==> config.mk <==
export PLATFORM = sky130hd
export DESIGN_NAME = johnson_phase_decoder
export DESIGN_NICKNAME = d
export VERILOG_FILES = /design/src/rtl/johnson_phase_decoder.sv
export SDC_FILE = /design/constraint.sdc
export NUM_CORES = 1
export LEC_CHECK = 0
export ABC_AREA = 1
export CAP_MARGIN = 0
export CORE_ASPECT_RATIO = 0.8
export CORE_MARGIN = 3
export CORE_UTILIZATION = 35
export CTS_BUF_LIST = sky130_fd_sc_hd__clkbuf_8
export DETAILED_ROUTE_END_ITERATION = 12
export GPL_TIMING_DRIVEN = 0
export PLACE_DENSITY = 0.64
export SLEW_MARGIN = 20
export SYNTH_ARGS = -nofsm -noshare
export SYNTH_HDL_FRONTEND = slang
export SYNTH_SLANG_ARGS = --single-unit
==> constraint.sdc <==
create_clock -name clk -period 2.6 [get_ports clk]
set_clock_uncertainty 0.15 [all_clocks]
set_input_delay 0.52 -clock clk [delete_from_list [all_inputs] [get_ports clk]]
set_output_delay 0.52 -clock clk [all_outputs]
set_load 0.01 [all_outputs]
==> src/rtl/johnson_phase_decoder.sv <==
`timescale 1ns/1ps
`default_nettype none
// =============================================================================
// Module : johnson_phase_decoder
// Decodes a sampled Johnson counter bus into phase index and one-hot form and
// supervises sequence legality, lock, revolutions and errors.
// Rev    : 1.0
// =============================================================================
module johnson_phase_decoder #(
  parameter int N        = 4,
  parameter int PW       = 3,
  parameter int LOCK_CNT = 2,
  parameter int REV_W    = 8
) (
  input  logic             clk,
  input  logic             clr,
  input  logic [N-1:0]     q_in,
  output logic [PW-1:0]    phase,
  output logic [2*N-1:0]   phase_oh,
  output logic             valid,
  output logic             locked,
  output logic             rev_tick,
  output logic [REV_W-1:0] rev_cnt,
  output logic             err,
  output logic [7:0]       err_cnt
);

  localparam int                c_np     = 2 * N;
  localparam logic [PW-1:0]     c_last   = PW'(c_np - 1);
  localparam logic [c_np-1:0]   c_oh_one = {{(c_np-1){1'b0}}, 1'b1};

  typedef enum logic [1:0] {
    ST_HUNT   = 2'd0,
    ST_TRACK  = 2'd1,
    ST_LOCKED = 2'd2
  } state_t;

  state_t           r_state, w_state_nxt;
  logic [N-1:0]     r_s;
  logic [PW-1:0]    r_prev;
  logic [3:0]       r_run, w_run_nxt;
  logic [PW-1:0]    r_phase;
  logic [c_np-1:0]  r_phase_oh;
  logic             r_valid, r_err, r_tick;
  logic [REV_W-1:0] r_rev_cnt;
  logic [7:0]       r_err_cnt;

  logic [N-1:0]     w_s_inv;
  logic             w_legal, w_step, w_hold, w_bad;
  logic [PW-1:0]    w_phase, w_succ;
  logic             w_err_nxt, w_tick_nxt;

  function automatic logic [PW-1:0] f_popcount(input logic [N-1:0] v);
    logic [PW-1:0] cnt;
    cnt = '0;
    for (int i = 0; i < N; i++) cnt = cnt + PW'(v[i]);
    return cnt;
  endfunction

  // Legal codes are a run of ones (or zeros) anchored at the LSB: adding one
  // to such a word clears every set bit of it.
  assign w_s_inv = ~r_s;
  assign w_legal = ((r_s & (r_s + N'(1))) == '0) ||
                   ((w_s_inv & (w_s_inv + N'(1))) == '0);
  assign w_phase = !w_legal ? '0 :
                   r_s[N-1] ? PW'(N) + f_popcount(w_s_inv) : f_popcount(r_s);

  assign w_succ = (r_prev == c_last) ? '0 : r_prev + PW'(1);
  assign w_step = w_legal && (w_phase == w_succ);
  assign w_hold = w_legal && (w_phase == r_prev);
  assign w_bad  = !(w_step || w_hold);

  always_comb begin
    w_state_nxt = r_state;
    w_run_nxt   = r_run;
    w_err_nxt   = 1'b0;
    w_tick_nxt  = 1'b0;
    case (r_state)
      ST_HUNT: begin
        if (w_legal) begin
          w_state_nxt = ST_TRACK;
          w_run_nxt   = '0;
        end
      end
      ST_TRACK: begin
        if (w_bad) begin
          w_state_nxt = ST_HUNT;
          w_run_nxt   = '0;
          w_err_nxt   = 1'b1;
        end else if (w_step) begin
          w_run_nxt = r_run + 4'd1;
          if ((r_run + 4'd1) == 4'(LOCK_CNT)) w_state_nxt = ST_LOCKED;
        end
      end
      ST_LOCKED: begin
        if (w_bad) begin
          w_state_nxt = ST_HUNT;
          w_run_nxt   = '0;
          w_err_nxt   = 1'b1;
        end else if (w_step && (r_prev == c_last)) begin
          w_tick_nxt = 1'b1;
        end
      end
      default: begin
        w_state_nxt = ST_HUNT;
        w_run_nxt   = '0;
      end
    endcase
  end

  always_ff @(posedge clk) begin
    if (!clr) begin
      r_state    <= ST_HUNT;
      r_s        <= '0;
      r_prev     <= '0;
      r_run      <= '0;
      r_phase    <= '0;
      r_phase_oh <= '0;
      r_valid    <= 1'b0;
      r_err      <= 1'b0;
      r_tick     <= 1'b0;
      r_rev_cnt  <= '0;
      r_err_cnt  <= '0;
    end else begin
      r_state    <= w_state_nxt;
      r_s        <= q_in;
      r_run      <= w_run_nxt;
      if (w_legal) r_prev <= w_phase;
      r_phase    <= w_phase;
      r_phase_oh <= w_legal ? (c_oh_one << w_phase) : '0;
      r_valid    <= w_legal;
      r_err      <= w_err_nxt;
      r_tick     <= w_tick_nxt;
      if (w_tick_nxt) r_rev_cnt <= r_rev_cnt + REV_W'(1);
      if (w_err_nxt && (r_err_cnt != 8'hFF)) r_err_cnt <= r_err_cnt + 8'd1;
    end
  end

  assign phase    = r_phase;
  assign phase_oh = r_phase_oh;
  assign valid    = r_valid;
  assign locked   = (r_state == ST_LOCKED);
  assign rev_tick = r_tick;
  assign rev_cnt  = r_rev_cnt;
  assign err      = r_err;
  assign err_cnt  = r_err_cnt;

endmodule
`default_nettype wire

# Word-level counts from Yosys, hierarchy flattened
# Cells that the tools add are included.
# W data, S select, Z words.
[classes] add_sub_neg=13 eq_ne=11 shifts=1 mux=19 bitwise_logic=3 reduce_logical=13
[ops] cell="$add A8 B1 Y8 const B" count=2
[ops] cell="$mux W4" count=4
[ops] cell="$add A4 B1 Y4 const B" count=3
[ops] cell="$pmux W4 S3" count=1
[ops] cell="$mux W2" count=5
[ops] cell="$mux W3" count=3
[ops] cell="$and A4 B4 Y4" count=2
[ops] cell="$logic_not A4 Y1" count=2
[ops] cell="$ne A8 B8 Y1 const B" count=1
[ops] cell="$shl A1 B3 Y8 const A" count=1
[ops] cell="$add A2 B1 Y3" count=2
[ops] cell="$add A3 B1 Y3" count=2
[ops] cell="$eq A3 B3 Y1" count=2
[ops] cell="$ne A3 B3 Y1 const B" count=2
[ops] cell="$pmux W2 S3" count=1
[ops] cell="$mux W1" count=5
[ops] cell="$add A1 B1 Y2" count=2
[ops] cell="$eq A4 B2 Y1 const B" count=1
[ops] cell="$logic_and A1 B1 Y1" count=4
[ops] cell="$ne A2 B2 Y1 const B" count=2
[ops] cell="$not A4 Y4" count=1
[ops] cell="$reduce_and A4 Y1" count=1
[ops] cell="$add A3 B1 Y3 const B" count=1
[ops] cell="$add A3 B3 Y3 const A" count=1
[ops] cell="8 further kinds" count=9
[totals] reg_bits=43 input_bits=6 out_inout_bits=31

# Depth between registers and ports, before layout
[depth] word_depth=13 depth_mapped=19 ltp_nobuf=19

# Worst setup path after synthesis
# OpenSTA, ideal clock, no wires.
[synth_timing] kind="register -> register" start="reg r_s[0]" end="reg r_rev_cnt[2] (netlist: rev_cnt[2])" setup_time_ns=0.116 arrival_ns=2.544 path_slack_ns=-0.209 path_stages_with_launch=17 synth_period_minus_slack_ns=2.809 path_cell_list="dfxtp_1 inv_1 fa_1 inv_1 ha_1 ha_1 inv_1 nand2_1 nand3_1 nand2_1 nor2_1 o211ai_1 nor2_8 nand3_4 clkinv_2 nand3_1 and3_1"
[synth_between] elab_chain_len=13 elab_cells_between_ends=26 classes_between="9 x add/sub; 2 x eq/ne; 5 x mux; 3 x bitwise; 7 x reduce/logical"
[synth_lines] element="start, declared" line_no="39" source="logic [N-1:0] r_s;"
[synth_lines] element="start signal, assigned" line_no="126" source="r_s <= q_in;"
[synth_lines] element="$not A4 Y4" line_no="62" source="assign w_s_inv = ~r_s;"
[synth_lines] element="$add A1 B1 Y2" line_no="56" source="for (int i = 0; i < N; i++) cnt = cnt + PW'(v[i]);"
[synth_lines] element="$add A2 B1 Y3" line_no="56"
[synth_lines] element="$add A3 B1 Y3" line_no="56"
[synth_lines] element="$add A3 B3 Y3" line_no="66" source="r_s[N-1] ? PW'(N) + f_popcount(w_s_inv) : f_popcount(r_s);"
[synth_lines] element="$mux W3" line_no="66"
[synth_lines] element="$mux W3" line_no="65" source="assign w_phase = !w_legal ? '0 :"
[synth_lines] element="$eq A3 B3 Y1" line_no="69" source="assign w_step = w_legal && (w_phase == w_succ);"
[synth_lines] element="$logic_and A1 B1 Y1" line_no="69"
[synth_lines] element="$logic_and A1 B1 Y1" line_no="100" source="end else if (w_step && (r_prev == c_last)) begin"
[synth_lines] element="$mux W1" line_no="100"
[synth_lines] element="$mux W1 *" line_no="96" source="if (w_bad) begin"
[synth_lines] element="$mux W1 *" line_no="78" source="case (r_state)"
[synth_lines] element="end signal, assigned" line_no="134" source="if (w_tick_nxt) r_rev_cnt <= r_rev_cnt + REV_W'(1);"
[synth_lines] element="end, declared" line_no="45" source="logic [REV_W-1:0] r_rev_cnt;"
# Mark *: on every way between the ends. The rest lies on a longest branch, timed or not.
# A chain may end at the register's enable or synchronous reset.

# Worst setup path in the final report
[layout_timing] start="reg r_s[0]" end="reg r_run[1]"
[layout_between] elab_chain_len=12 elab_cells_between_ends=28 classes_between="9 x add/sub; 5 x eq/ne; 4 x mux; 3 x bitwise; 7 x reduce/logical"
[layout_lines] element="$not A4 Y4" line_no="62"
[layout_lines] element="$add A1 B1 Y2" line_no="56"
[layout_lines] element="$add A2 B1 Y3" line_no="56"
[layout_lines] element="$add A3 B1 Y3" line_no="56"
[layout_lines] element="$add A3 B3 Y3" line_no="66"
[layout_lines] element="$mux W3" line_no="66"
[layout_lines] element="$mux W3" line_no="65"
[layout_lines] element="$eq A3 B3 Y1, on equally long branches" line_no="69, 70"
[layout_lines] element="$logic_and A1 B1 Y1, on equally long branches" line_no="69, 70"
[layout_lines] element="$logic_or A1 B1 Y1" line_no="71" source="assign w_bad = !(w_step || w_hold);"
[layout_lines] element="$ne A3 B3 Y1 (no source line) (tied with other cells)"
[layout_lines] element="$reduce_and A3 Y1 (no source line) or $pmux W4 S3 (tied branches)"
[layout_lines] element="end signal, assigned" line_no="127" source="r_run <= w_run_nxt;"
[layout_lines] element="end, declared" line_no="41" source="logic [3:0] r_run, w_run_nxt;"
# Several ways; a longest one is shown, not always the timed one.

==> flow_summary.yaml <==
worst_setup_path:
  arrival_ns: 2.75
  rr_worst_depth: 17
  worstSetupEndpointType: "flip-flop"
  cp_slowest_cell: "fa_1"
  path_class: "reg2reg"
  path_cells: "inv_4, fa_1, inv_2, ha_4, ha_4, inv_2, nand2_4, nand3_2, nand2_2, nor2_4, o211ai_1, nor2_8, nor2_2, nor2_4, nand2_4, o21ai_1, nor2_1"
  crit_path_max_incr_delay_ns: 0.54
  required_ns: 2.64
  cp-start-kind: "flip-flop"
  crit_fanout: 5
yosys:
  ys_warn_count: 0
  synthCells: 303
  yosysTopAreaCellShare: 0.372
  synth_area_um2: 2310
  ys_top_cells_by_area: "dfxtp_1 37%, nand2_1 10%, ha_1 9.2%, inv_1 5.8%, nor2_1 5.7%"
  synthDistinctLibCells: 35
  synth_top_flop_cell: "dfxtp_1"
  yosysSeqAreaShare: 0.372
  yosysMostFrequentCell: "nand2_1"
  synth_common_cells: "64 x nand2_1, 43 x dfxtp_1, 36 x inv_1"
  yosysTopAreaCell: "dfxtp_1"
  synth_edf_count: 0
  syn_area_per_cell_um2: 7.64
  synth_nets: 328
  async_reset_ff_frac: 0
  synth_seq_cells: 43
global_route:
  grt_first_pass_wirelength_um: 8490
  overflow: 0
  antenna_found_initial: 0
  grt_max_degree: 14
  grt_pass1_vias: 1895
  track_usage: 0.133
clock_network:
  cts_max_path_buffers: 2
  cts_buffers: 5
  clkTransAtPathRegs_ns: 0.08
  root_buffer: "clkbuf_8"
  hold_buffers: 0
  clock_latency_ns: 0.29
  cts_sinks: 43
  h-tree-depth: 2
  cts_tree: "done"
hold_path:
  min_path_cells: 2
  hold_path_class: "reg2reg"
layout:
  n_antenna_cell: 0
  nets: 387
  drive_gt1_frac: 0.344
  stdcell_count: 444
  syn_to_final_growth_pct: 48.1
drt:
  firstDrtPassIters: 4
  drc: 0
  vias: 2082
  wire_per_inst_um: 11.6
  drt_iter0_markers: 53
  routed_via_density: 4.69
  totalWireLength_um: 5160
  ant_nets: 0
sta:
  setup_viol_count_final: 19
  slew_violations: 0
  period_share: 1.04
  holdWs_ns: 0.357
  period_needed_ns: 2.71
  setup_slack_ns: -0.107
  rsz0062_at_grt: "true"
  hold_viol: 0
  relSlewSlack: 0.561
  worstMarginPinSlew_ns: 0.659
  fmax_mhz: 369
floorplanning:
  die_x_um: 96.9
  start_util: 0.376
  dieArea_um2: 7630
  core_um2: 6160
  rows: 25
  die_h_um: 78.7
  ios: 37
pwr:
  power_density_nw_per_um2: 604
  peakVddDrop_mv: 0.338
  finalPower_mw: 2.07
  leakage_nw: 1.46
place:
  numPlacedInstances: 420
  place_hpwl_um: 3530
  port_buffers: 36
  routabilityCongestion: 0.823
run:
  cap_violations: 0
status:
  status: "complete, but fails checks"
  violations: "negative setup slack"
stage by stage:
stage | setup TNS, ns | cell area, um2 | util | setup slack (ns)
after detailed placement | -4.65 | 2830 | 0.459 | -0.300
after global routing | -4.42 | 3430 | 0.556 | -0.279
after floorplan | -0.0578 | 2360 | - | -0.0496
final | -1.21 | 3430 | 0.556 | -0.107
after CTS | -1.80 | 3150 | 0.512 | -0.155
after global placement | -3.35 | 2830 | 0.459 | -0.221
worst max-delay path, delay by kind of cell (launching register included):
| kind | cells | cell delay (ns) |
|---|---|---|
| adder cells (fa/ha/maj) | 3 | 0.84 |
| AND/OR/NAND/NOR | 9 | 0.78 |
| flip-flops | 1 | 0.38 |
| AO/OA/AOI/OAI | 2 | 0.32 |
| buffers and inverters | 3 | 0.15 |
sequential cells by signal, summed over array words and instances (netlist names):
signal and count:
phase_oh 8, r_run 4, r_state 2, valid 1
err 1, rev_tick 1, rev_cnt 8, r_s 4
r_prev 3, err_cnt 8, phase 3
what timing repair did:
item | in CTS | in global routing
pin swaps | 28 | 22
setup buffers | 10 | 7
gates resized for setup | 45 | 60
setup endpoints to repair | 23 | 24
layer usage:
layer / up-vias / wire [um] / track usage
li1: 1078 / - / -
met1: 960 / 2560 / 0.177
met2: 39 / 2380 / 0.218
met3: 5 / 184 / 0.0342
met4: 0 / 41 / 0.0295
met5: - / 0 / 0
logic make-up after synthesis:
kind of cell             after synthesis  share of synthesized area
XOR/XNOR                              11                     0.0416
flip-flops                            43                      0.372
AND/OR/NAND/NOR                      156                      0.332
AO/OA/AOI/OAI                         28                     0.0654
adder cells (fa/ha/maj)               19                      0.109
buffers and inverters                 46                     0.0795
cell usage in the layout (no fill, tap or decap), drive strengths merged:
| cell | n |
|---|---|
| xnor2 | 2 |
| clkinv | 3 |
| and3 | 1 |
| inv | 43 |
| nor2 | 40 |
| nand3 | 24 |
| ha | 17 |
| o211ai | 2 |
| clkdlybuf4s50 | 36 |
| o21ai | 5 |
| xor2 | 9 |
| o31ai | 1 |
| nor3 | 8 |
| fa | 2 |
| nand4 | 3 |
| clkbuf | 7 |
| nand3b | 1 |
| a21oi | 18 |
| nand2 | 78 |
| o21bai | 1 |
| buf | 17 |
| a31oi | 1 |
| dfxtp | 43 |
| nor4 | 1 |
report_power, final:
group,internal (mW),switching (mW),total (mW)
combinational,0.383,0.512,0.895
clock,0.185,0.227,0.411
sequential,0.718,0.0477,0.766
final timing paths:
| kind | start | end | slack (ns) |
|---|---|---|---|
| setup / recovery | r_s[0]$_SDFF_PN0_ | r_run[1]$_SDFFE_PN0P_ | -0.11 |
| hold / removal | rev_cnt[7]$_SDFFE_PN0P_ | rev_cnt[7]$_SDFFE_PN0P_ | 0.36 |
| setup reg to reg | r_s[0]$_SDFF_PN0_ | r_run[1]$_SDFFE_PN0P_ | -0.11 |
| hold reg to reg | rev_cnt[7]$_SDFFE_PN0P_ | rev_cnt[7]$_SDFFE_PN0P_ | 0.36 |
cell type report:
class | count | area [um2]
buffer | 3 | 22.5
clock buffer | 5 | 68.8
clock inverter | 3 | 15.0
fill | 574 | 2730
inverter | 43 | 186
multi-input combinational | 214 | 1660
sequential | 43 | 872
tap | 81 | 101
timing repair buffer | 52 | 503
(Power assumes the default switching activity.)
